--- config.mk ---
export PLATFORM = sky130hd
export DESIGN_NAME = ex_div_ctrl
export DESIGN_NICKNAME = d
export VERILOG_FILES = /design/src/rtl/ex_div_ctrl_pkg.sv /design/src/rtl/ex_div_ctrl_div_step.sv /design/src/rtl/ex_div_ctrl.sv
export SDC_FILE = /design/constraint.sdc
export NUM_CORES = 1
export LEC_CHECK = 0
export BUFFER_PORTS_ARGS = -buffer_cell sky130_fd_sc_hd__buf_4
export CAP_MARGIN = 0
export CORE_ASPECT_RATIO = 0.8
export CORE_MARGIN = 4
export CORE_UTILIZATION = 55
export CTS_BUF_LIST = sky130_fd_sc_hd__clkbuf_4 sky130_fd_sc_hd__clkbuf_8
export CTS_CLUSTER_DIAMETER = 80
export DETAILED_ROUTE_END_ITERATION = 12
export PLACE_DENSITY = 0.75
export SETUP_SLACK_MARGIN = 0.5
export SLEW_MARGIN = 20
export SYNTH_ARGS = -nofsm -noshare
export SYNTH_HDL_FRONTEND = slang
export SYNTH_HIERARCHICAL = 1
export SYNTH_SLANG_ARGS = --single-unit
--- constraint.sdc ---
create_clock -name clk -period 8.6 [get_ports clk]
set_clock_uncertainty 0.2 [all_clocks]
set_input_delay 0 -clock clk [delete_from_list [all_inputs] [get_ports clk]]
set_output_delay 0 -clock clk [all_outputs]
set_load 0.005 [all_outputs]
--- src/rtl/ex_div_ctrl_pkg.sv ---
// rtl/ex_div_ctrl_pkg.sv - shared types and constants for the RV32M divide sequencer
package ex_div_ctrl_pkg;

  typedef enum logic [1:0] {
    DIV  = 2'd0,
    DIVU = 2'd1,
    REM  = 2'd2,
    REMU = 2'd3
  } div_op_t;

  typedef enum logic [1:0] {
    IDLE = 2'd0,
    CALC = 2'd1,
    DONE = 2'd2
  } div_state_t;

  localparam int          DIV_XLEN      = 32;
  localparam int          DIV_CNT_W     = 6;
  localparam logic [31:0] DIV_BY_ZERO_Q = 32'hFFFF_FFFF;
  localparam logic [31:0] INT_MIN       = 32'h8000_0000;

endpackage

--- src/rtl/ex_div_ctrl_div_step.sv ---
// rtl/ex_div_ctrl_div_step.sv - one combinational radix-2 restoring divide step
module ex_div_ctrl_div_step #(
  parameter int XLEN = 32
) (
  input  logic [XLEN-1:0] i_rem,
  input  logic [XLEN-1:0] i_quo,
  input  logic [XLEN-1:0] i_divisor,
  output logic [XLEN-1:0] o_rem,
  output logic [XLEN-1:0] o_quo
);

  logic [XLEN:0] w_shifted;
  logic [XLEN:0] w_trial;

  // rem < divisor always holds, so the shifted value is < 2*divisor and the
  // signed difference fits in XLEN+1 bits.
  assign w_shifted = {i_rem, i_quo[XLEN-1]};
  assign w_trial   = w_shifted - {1'b0, i_divisor};
  assign o_rem     = w_trial[XLEN] ? w_shifted[XLEN-1:0] : w_trial[XLEN-1:0];
  assign o_quo     = {i_quo[XLEN-2:0], ~w_trial[XLEN]};

endmodule

--- src/rtl/ex_div_ctrl.sv ---
// rtl/ex_div_ctrl.sv - execute-stage sequencer for DIV/DIVU/REM/REMU
// Holds the pipeline stall while iterating, then pulses done with a registered result.
module ex_div_ctrl
  import ex_div_ctrl_pkg::*;
#(
  parameter int XLEN  = DIV_XLEN,
  parameter int CNT_W = DIV_CNT_W
) (
  input  logic            clk,
  input  logic            rst,
  input  logic            start,
  input  logic [1:0]      op,
  input  logic [XLEN-1:0] a_in,
  input  logic [XLEN-1:0] b_in,
  input  logic            flush,
  output logic            stall,
  output logic            done,
  output logic [XLEN-1:0] result
);

  div_state_t       r_state;
  div_op_t          r_op;
  logic             r_a_neg;
  logic             r_b_neg;
  logic [XLEN-1:0]  r_abs_b;
  logic [XLEN-1:0]  r_rem;
  logic [XLEN-1:0]  r_quo;
  logic [CNT_W-1:0] r_cnt;
  logic             r_done;
  logic [XLEN-1:0]  r_result;

  div_op_t          w_op;
  logic             w_signed;
  logic             w_a_neg;
  logic             w_b_neg;
  logic [XLEN-1:0]  w_abs_a;
  logic [XLEN-1:0]  w_abs_b;
  logic             w_div0;
  logic             w_ovf;
  logic             w_sel_quo;
  logic [XLEN-1:0]  w_special;
  logic [XLEN-1:0]  w_rem_n;
  logic [XLEN-1:0]  w_quo_n;
  logic [XLEN-1:0]  w_q_fix;
  logic [XLEN-1:0]  w_r_fix;
  logic [XLEN-1:0]  w_final;

  assign w_op      = div_op_t'(op);
  assign w_signed  = (w_op == DIV) || (w_op == REM);
  assign w_a_neg   = w_signed && a_in[XLEN-1];
  assign w_b_neg   = w_signed && b_in[XLEN-1];
  assign w_abs_a   = w_a_neg ? -a_in : a_in;
  assign w_abs_b   = w_b_neg ? -b_in : b_in;
  assign w_div0    = (b_in == '0);
  assign w_ovf     = w_signed && (a_in == INT_MIN) && (b_in == DIV_BY_ZERO_Q);
  assign w_sel_quo = (w_op == DIV) || (w_op == DIVU);

  // Divide-by-zero takes precedence over signed overflow (b cannot be both).
  always_comb begin
    w_special = '0;
    if (w_div0) begin
      w_special = w_sel_quo ? DIV_BY_ZERO_Q : a_in;
    end else if (w_ovf) begin
      w_special = w_sel_quo ? INT_MIN : '0;
    end
  end

  ex_div_ctrl_div_step #(.XLEN(XLEN)) u_step (
    .i_rem     (r_rem),
    .i_quo     (r_quo),
    .i_divisor (r_abs_b),
    .o_rem     (w_rem_n),
    .o_quo     (w_quo_n)
  );

  // Sign fix-up on the final step's outputs; r_*_neg are already 0 for unsigned ops.
  assign w_q_fix = (r_a_neg ^ r_b_neg) ? -w_quo_n : w_quo_n;
  assign w_r_fix = r_a_neg ? -w_rem_n : w_rem_n;
  assign w_final = ((r_op == DIV) || (r_op == DIVU)) ? w_q_fix : w_r_fix;

  assign stall  = !rst && !flush &&
                  (((r_state == IDLE) && start) || (r_state == CALC));
  assign done   = r_done;
  assign result = r_result;

  always_ff @(posedge clk) begin
    if (rst) begin
      r_state  <= IDLE;
      r_op     <= DIV;
      r_a_neg  <= 1'b0;
      r_b_neg  <= 1'b0;
      r_abs_b  <= '0;
      r_rem    <= '0;
      r_quo    <= '0;
      r_cnt    <= '0;
      r_done   <= 1'b0;
      r_result <= '0;
    end else begin
      r_done <= 1'b0;
      if (flush) begin
        r_state <= IDLE;
      end else begin
        case (r_state)
          IDLE: begin
            if (start) begin
              r_op    <= w_op;
              r_a_neg <= w_a_neg;
              r_b_neg <= w_b_neg;
              r_abs_b <= w_abs_b;
              if (w_div0 || w_ovf) begin
                r_result <= w_special;
                r_done   <= 1'b1;
                r_state  <= DONE;
              end else begin
                r_rem   <= '0;
                r_quo   <= w_abs_a;
                r_cnt   <= CNT_W'(XLEN - 1);
                r_state <= CALC;
              end
            end
          end
          CALC: begin
            r_rem <= w_rem_n;
            r_quo <= w_quo_n;
            r_cnt <= r_cnt - 1'b1;
            if (r_cnt == '0) begin
              r_result <= w_final;
              r_done   <= 1'b1;
              r_state  <= DONE;
            end
          end
          DONE: begin
            // Same instruction is still in EX here, so start is not looked at.
            r_state <= IDLE;
          end
          default: r_state <= IDLE;
        endcase
      end
    end
  end

endmodule

==> results <==
- In this run the most critical hold path is launched from a_in[0].
- The final-report setup violation count is 0.
- Setup repair after global routing left no endpoint under its margin.
- The critical path required time is around 8.8 ns.
- Summed over all nets, the half-perimeter wirelength after detailed placement is 26,200 um.
- IR analysis of the VDD net gives a maximum drop of 88.09 uV.
- The ratio of routed vias to standard cells is 6.332.
- The buffer levels on the longest clock path is 2.
- The worst slew margin relative to its limit is 27.78%.
- The total placed cells including tap cells is around 1,700.
- The die is between 100 and 150 um tall.
- For this design the top-level I/O count stands at 104.
- The sink count of the clock tree is 140.
- Clock-pin slew was measured on the worst setup and hold paths at 0.09 ns.
- In this run, synthesis produced a sequential element count of 140.
- The worst register-to-register path begins at r_quo[31].
- For the pin with the worst max-slew slack, the measured transition is roughly 1.1 ns.
- In the final routed layout, each cell accounts on average for 19.90 um.
- After technology mapping, the gate count stands at 1,477.
- Of the cells placed in the final design, the portion with a size suffix greater than 1 is 13.55%.
- Entering global routing, the biggest net connects 87 pins.
- The x dimension of the die is 168.7 um.
- The worst setup path is captured at a register.
- The die area is between 0.02 and 0.025 mm^2.
- The total number of vias is around 12,000.
- The initial utilization of the core area, before any placement, comes to a little under three fifths.
- For this run, the number of Yosys warnings is 6.
- The H-tree generated during clock tree synthesis spans 4 levels.
- The number of synthesized flops with an enable pin is 0.
- By startpoint and endpoint, the worst setup path is classified as register to register.
- The net count of the mapped netlist is 1,587.
- The primary flip-flop cell chosen by synthesis mapping is sky130_fd_sc_hd__dfxtp_1.
- The number of global-route vias before repair was approximately 11,000.
- The worst setup slack after placement is approximately 2.7 ns.
- The hold violation total from the final report is 0.
- For this run, design rule violations remaining after detail routing come to 0.
- The fraction of the yosys area taken by sequential cells is about 25%.
- The post-cts gate resize count is 0.
- The later pin in the worst-skew pair is clocked with a latency of approximately 0.48 ns.
- Of the total synthesized cell area, the portion taken by full adders, half adders and majority gates is under 10%.
- By area, the combinational part of the netlist is dominated by compound AO/OA/AOI/OAI gates.
- The first TritonRoute pass finished after 6 iterations.
- The top cell types in the final layout, fill and taps aside, are sky130_fd_sc_hd__nor2_1, sky130_fd_sc_hd__dfxtp_1, sky130_fd_sc_hd__dlygate4sd3_1, sky130_fd_sc_hd__nand2_1, sky130_fd_sc_hd__buf_4.
- The max-slew violation count is 0.
- The first global-routing pass estimated 58,310 um of wire.
- Yosys attributes the largest share of cell area to sky130_fd_sc_hd__dfxtp_1, sky130_fd_sc_hd__xor2_1, sky130_fd_sc_hd__nor2_1.
- In this run the mean area of a mapped cell was around 7.7 um^2.
- In the final design database the tool counted around 1,700 nets.
- Power spread over the standard cell area amounts to ~130 mW/mm^2.
- In this run the core area contains 46 standard-cell rows.
- Routability-driven placement finished with a final weighted congestion of 0.9176.
- During placement, the flow inserted port buffers numbering about 100.
- Counting the buffers created by CTS gives 17.
- The buffer cell driving the clock tree root is sky130_fd_sc_hd__clkbuf_8.
- After detailed routing, the total wire length is ~37,000 um.
- Cells fill between 60 and 70% of the core in the end.
- For this run the aggregate overflow at the end of global routing stands at 0.
- sky130_fd_sc_hd__dfxtp_1 takes more of the synthesized area than any other cell.
- The run finished with clean final reports.
- The time the worst path needs with I/O delays and setup is around 6.1 ns.
- The synthesized netlist contains 93 unique library cells.
- Leaving out fill and tap cells, the most frequent cell in the layout is sky130_fd_sc_hd__nor2_1.
- The highest fanout seen on the critical path is 28.
- TritonCTS built the clock tree.
- The highest attainable clock frequency is about 160 MHz.
- The total track usage is a little under a third.
- The number of setup buffers added after CTS is 0.
- The fraction of the mapped netlist area in compound gates is around 27%.
- The number of antenna-violating nets in the routed design is 0.
- The final worst setup slack is around 2.5 ns.
- The portion of synthesized area spent on multiplexers is 3.369%.
- The post-route non-filler standard cell count is about 1,900.
- The first-iteration detailed-routing DRC count is approximately 1,500.
- The analysis attributes to cell leakage a power of roughly 5.3 nW.
- The total of max-cap violations is 0.
- The synthesized design devotes to its leading area cell type between 20% and 30% of total area.
- The sum of negative setup slack is 0 ns.
- The tightest min-delay check is of the input port to register type.
- STA classifies the critical path startpoint as a register.
- The critical path launch point is r_quo[31].
- The area growth from synthesis to layout is 18.82%.
- After Yosys synthesis, XOR and XNOR cells account for about 11% of the synthesized area.
- The cell area after technology mapping is 0.01137 mm^2.
- Summing the areas of all and, or, nand and nor instances in the mapped netlist gives a little over a fifth of the synthesized area.
- The arrival time reported for the critical path endpoint is between 6 and 7 ns.
- The area of the core region is 0.02009 mm^2.
- The async set-or-reset flop fraction in the synthesized netlist is 0%.
- The number of antenna violations at the first check in global routing is 0.
- The ratio of final minimum period to clock period is a little over two thirds.
==> Yosys cell counts (9+ instances only) <==
master	n
sky130_fd_sc_hd__a21oi_1	107
sky130_fd_sc_hd__a31oi_1	26
sky130_fd_sc_hd__xnor2_1	67
sky130_fd_sc_hd__nor2_1	167
sky130_fd_sc_hd__a311oi_1	19
sky130_fd_sc_hd__buf_4	37
sky130_fd_sc_hd__nand4_1	14
sky130_fd_sc_hd__a211oi_1	46
sky130_fd_sc_hd__o31ai_1	21
sky130_fd_sc_hd__ha_1	39
sky130_fd_sc_hd__o21ai_0	47
sky130_fd_sc_hd__o21a_1	11
sky130_fd_sc_hd__inv_1	55
sky130_fd_sc_hd__a21o_1	17
sky130_fd_sc_hd__nor3_1	43
sky130_fd_sc_hd__a22oi_1	32
sky130_fd_sc_hd__xor2_1	76
sky130_fd_sc_hd__o211ai_1	37
sky130_fd_sc_hd__dfxtp_1	140
sky130_fd_sc_hd__nand2b_1	17
sky130_fd_sc_hd__o21ai_1	9
sky130_fd_sc_hd__o41ai_1	13
sky130_fd_sc_hd__buf_2	12
sky130_fd_sc_hd__o21bai_1	9
sky130_fd_sc_hd__nor4_1	17
sky130_fd_sc_hd__nand3_1	29
sky130_fd_sc_hd__or3_1	15
sky130_fd_sc_hd__clkbuf_1	68
sky130_fd_sc_hd__or4_1	12
sky130_fd_sc_hd__mux2_4	19
sky130_fd_sc_hd__nand2_1	124
==> cell type report <==
type / instances / area (um^2)
Multi-Input combinational cell: 1148 / 7645
Sequential cell: 140 / 2804
Antenna cell: 1 / 2.502
Timing Repair Buffer: 240 / 2115
Fill cell: 1643 / 6581
Clock inverter: 13 / 130.1
Clock buffer: 19 / 261.5
Tap cell: 264 / 330.3
Inverter: 56 / 217.7
==> routing by layer <==
metal  global-route usage (%)  up-vias  wire length (um)
met3                    6.930       91              3534
li1                         -     5585                 -
met2                    47.07      652             16150
met1                    44.72     5582             16620
met5                        0        -                 0
met4                    11.27        0              1122
==> stage by stage <==
step / area (um^2) / hold slack, ns / total power [mW]
6_report: 13510 / 0.2085 / 1.784
3_3_place_gp: 11840 / 0.04473 / 1.164
4_1_cts: 13480 / 0.1831 / 1.764
2_1_floorplan: 11370 / -0.06403 / 1.054
3_5_place_dp: 11840 / 0.04587 / 1.171
5_1_grt: 13500 / 0.2135 / 1.860
==> state kept, by name, summed over array words and instances, names as in the netlist <==
register and flops:
r_state 2, r_abs_b 32, r_a_neg 1, r_cnt 6, result 32, done 1, r_rem 32, r_op 1
r_b_neg 1, r_quo 32
==> worst max-delay path, cell delays in order, from the launching register on <==
cell and delay (ns):
sky130_fd_sc_hd__dfxtp_1 0.38, sky130_fd_sc_hd__inv_1 0.07, sky130_fd_sc_hd__ha_1 0.23, sky130_fd_sc_hd__fa_1 0.40
sky130_fd_sc_hd__and2b_1 0.24, sky130_fd_sc_hd__o2111ai_2 0.15, sky130_fd_sc_hd__a21oi_2 0.22, sky130_fd_sc_hd__o2111ai_1 0.19
sky130_fd_sc_hd__a211oi_2 0.33, sky130_fd_sc_hd__nor2_4 0.10, sky130_fd_sc_hd__mux2i_4 0.25, sky130_fd_sc_hd__and2_4 0.24
sky130_fd_sc_hd__inv_8 0.22, sky130_fd_sc_hd__mux2_2 0.41, sky130_fd_sc_hd__or4b_2 0.73, sky130_fd_sc_hd__or3_1 0.57
sky130_fd_sc_hd__o41ai_1 0.46, sky130_fd_sc_hd__xor2_1 0.11, sky130_fd_sc_hd__o22ai_1 0.16, sky130_fd_sc_hd__a21oi_1 0.06
sky130_fd_sc_hd__a211oi_1 0.25
==> repair_timing <==
item / in CTS / in global routing
hold buffers: 125 / 0
endpoints found under the setup margin: 0 / 0
hold endpoints to repair: 112 / 0
==> path summary, 6_finish.rpt <==
kind	end	slack (ns)	cells past startpoint
max	result[28]	2.52	20
min	r_quo[0]	0.21	4
min reg2reg	r_cnt[4]	0.30	1
max reg2reg	result[28]	2.52	20
==> power by group <==
group	switching, mW	internal (mW)	total [mW]
sequential	0.0343	0.676	0.711
combinational	0.299	0.223	0.522
clock	0.300	0.251	0.551
total	0.634	1.15	1.78
==> cell families after synthesis <==
logic type,after synthesis
AO/OA/AOI/OAI,446
flip-flops,140
multiplexers,27
XOR/XNOR,143
buffers and inverters,189
adder cells (fa/ha/maj),40
AND/OR/NAND/NOR,492
(Power assumes the default switching activity.)
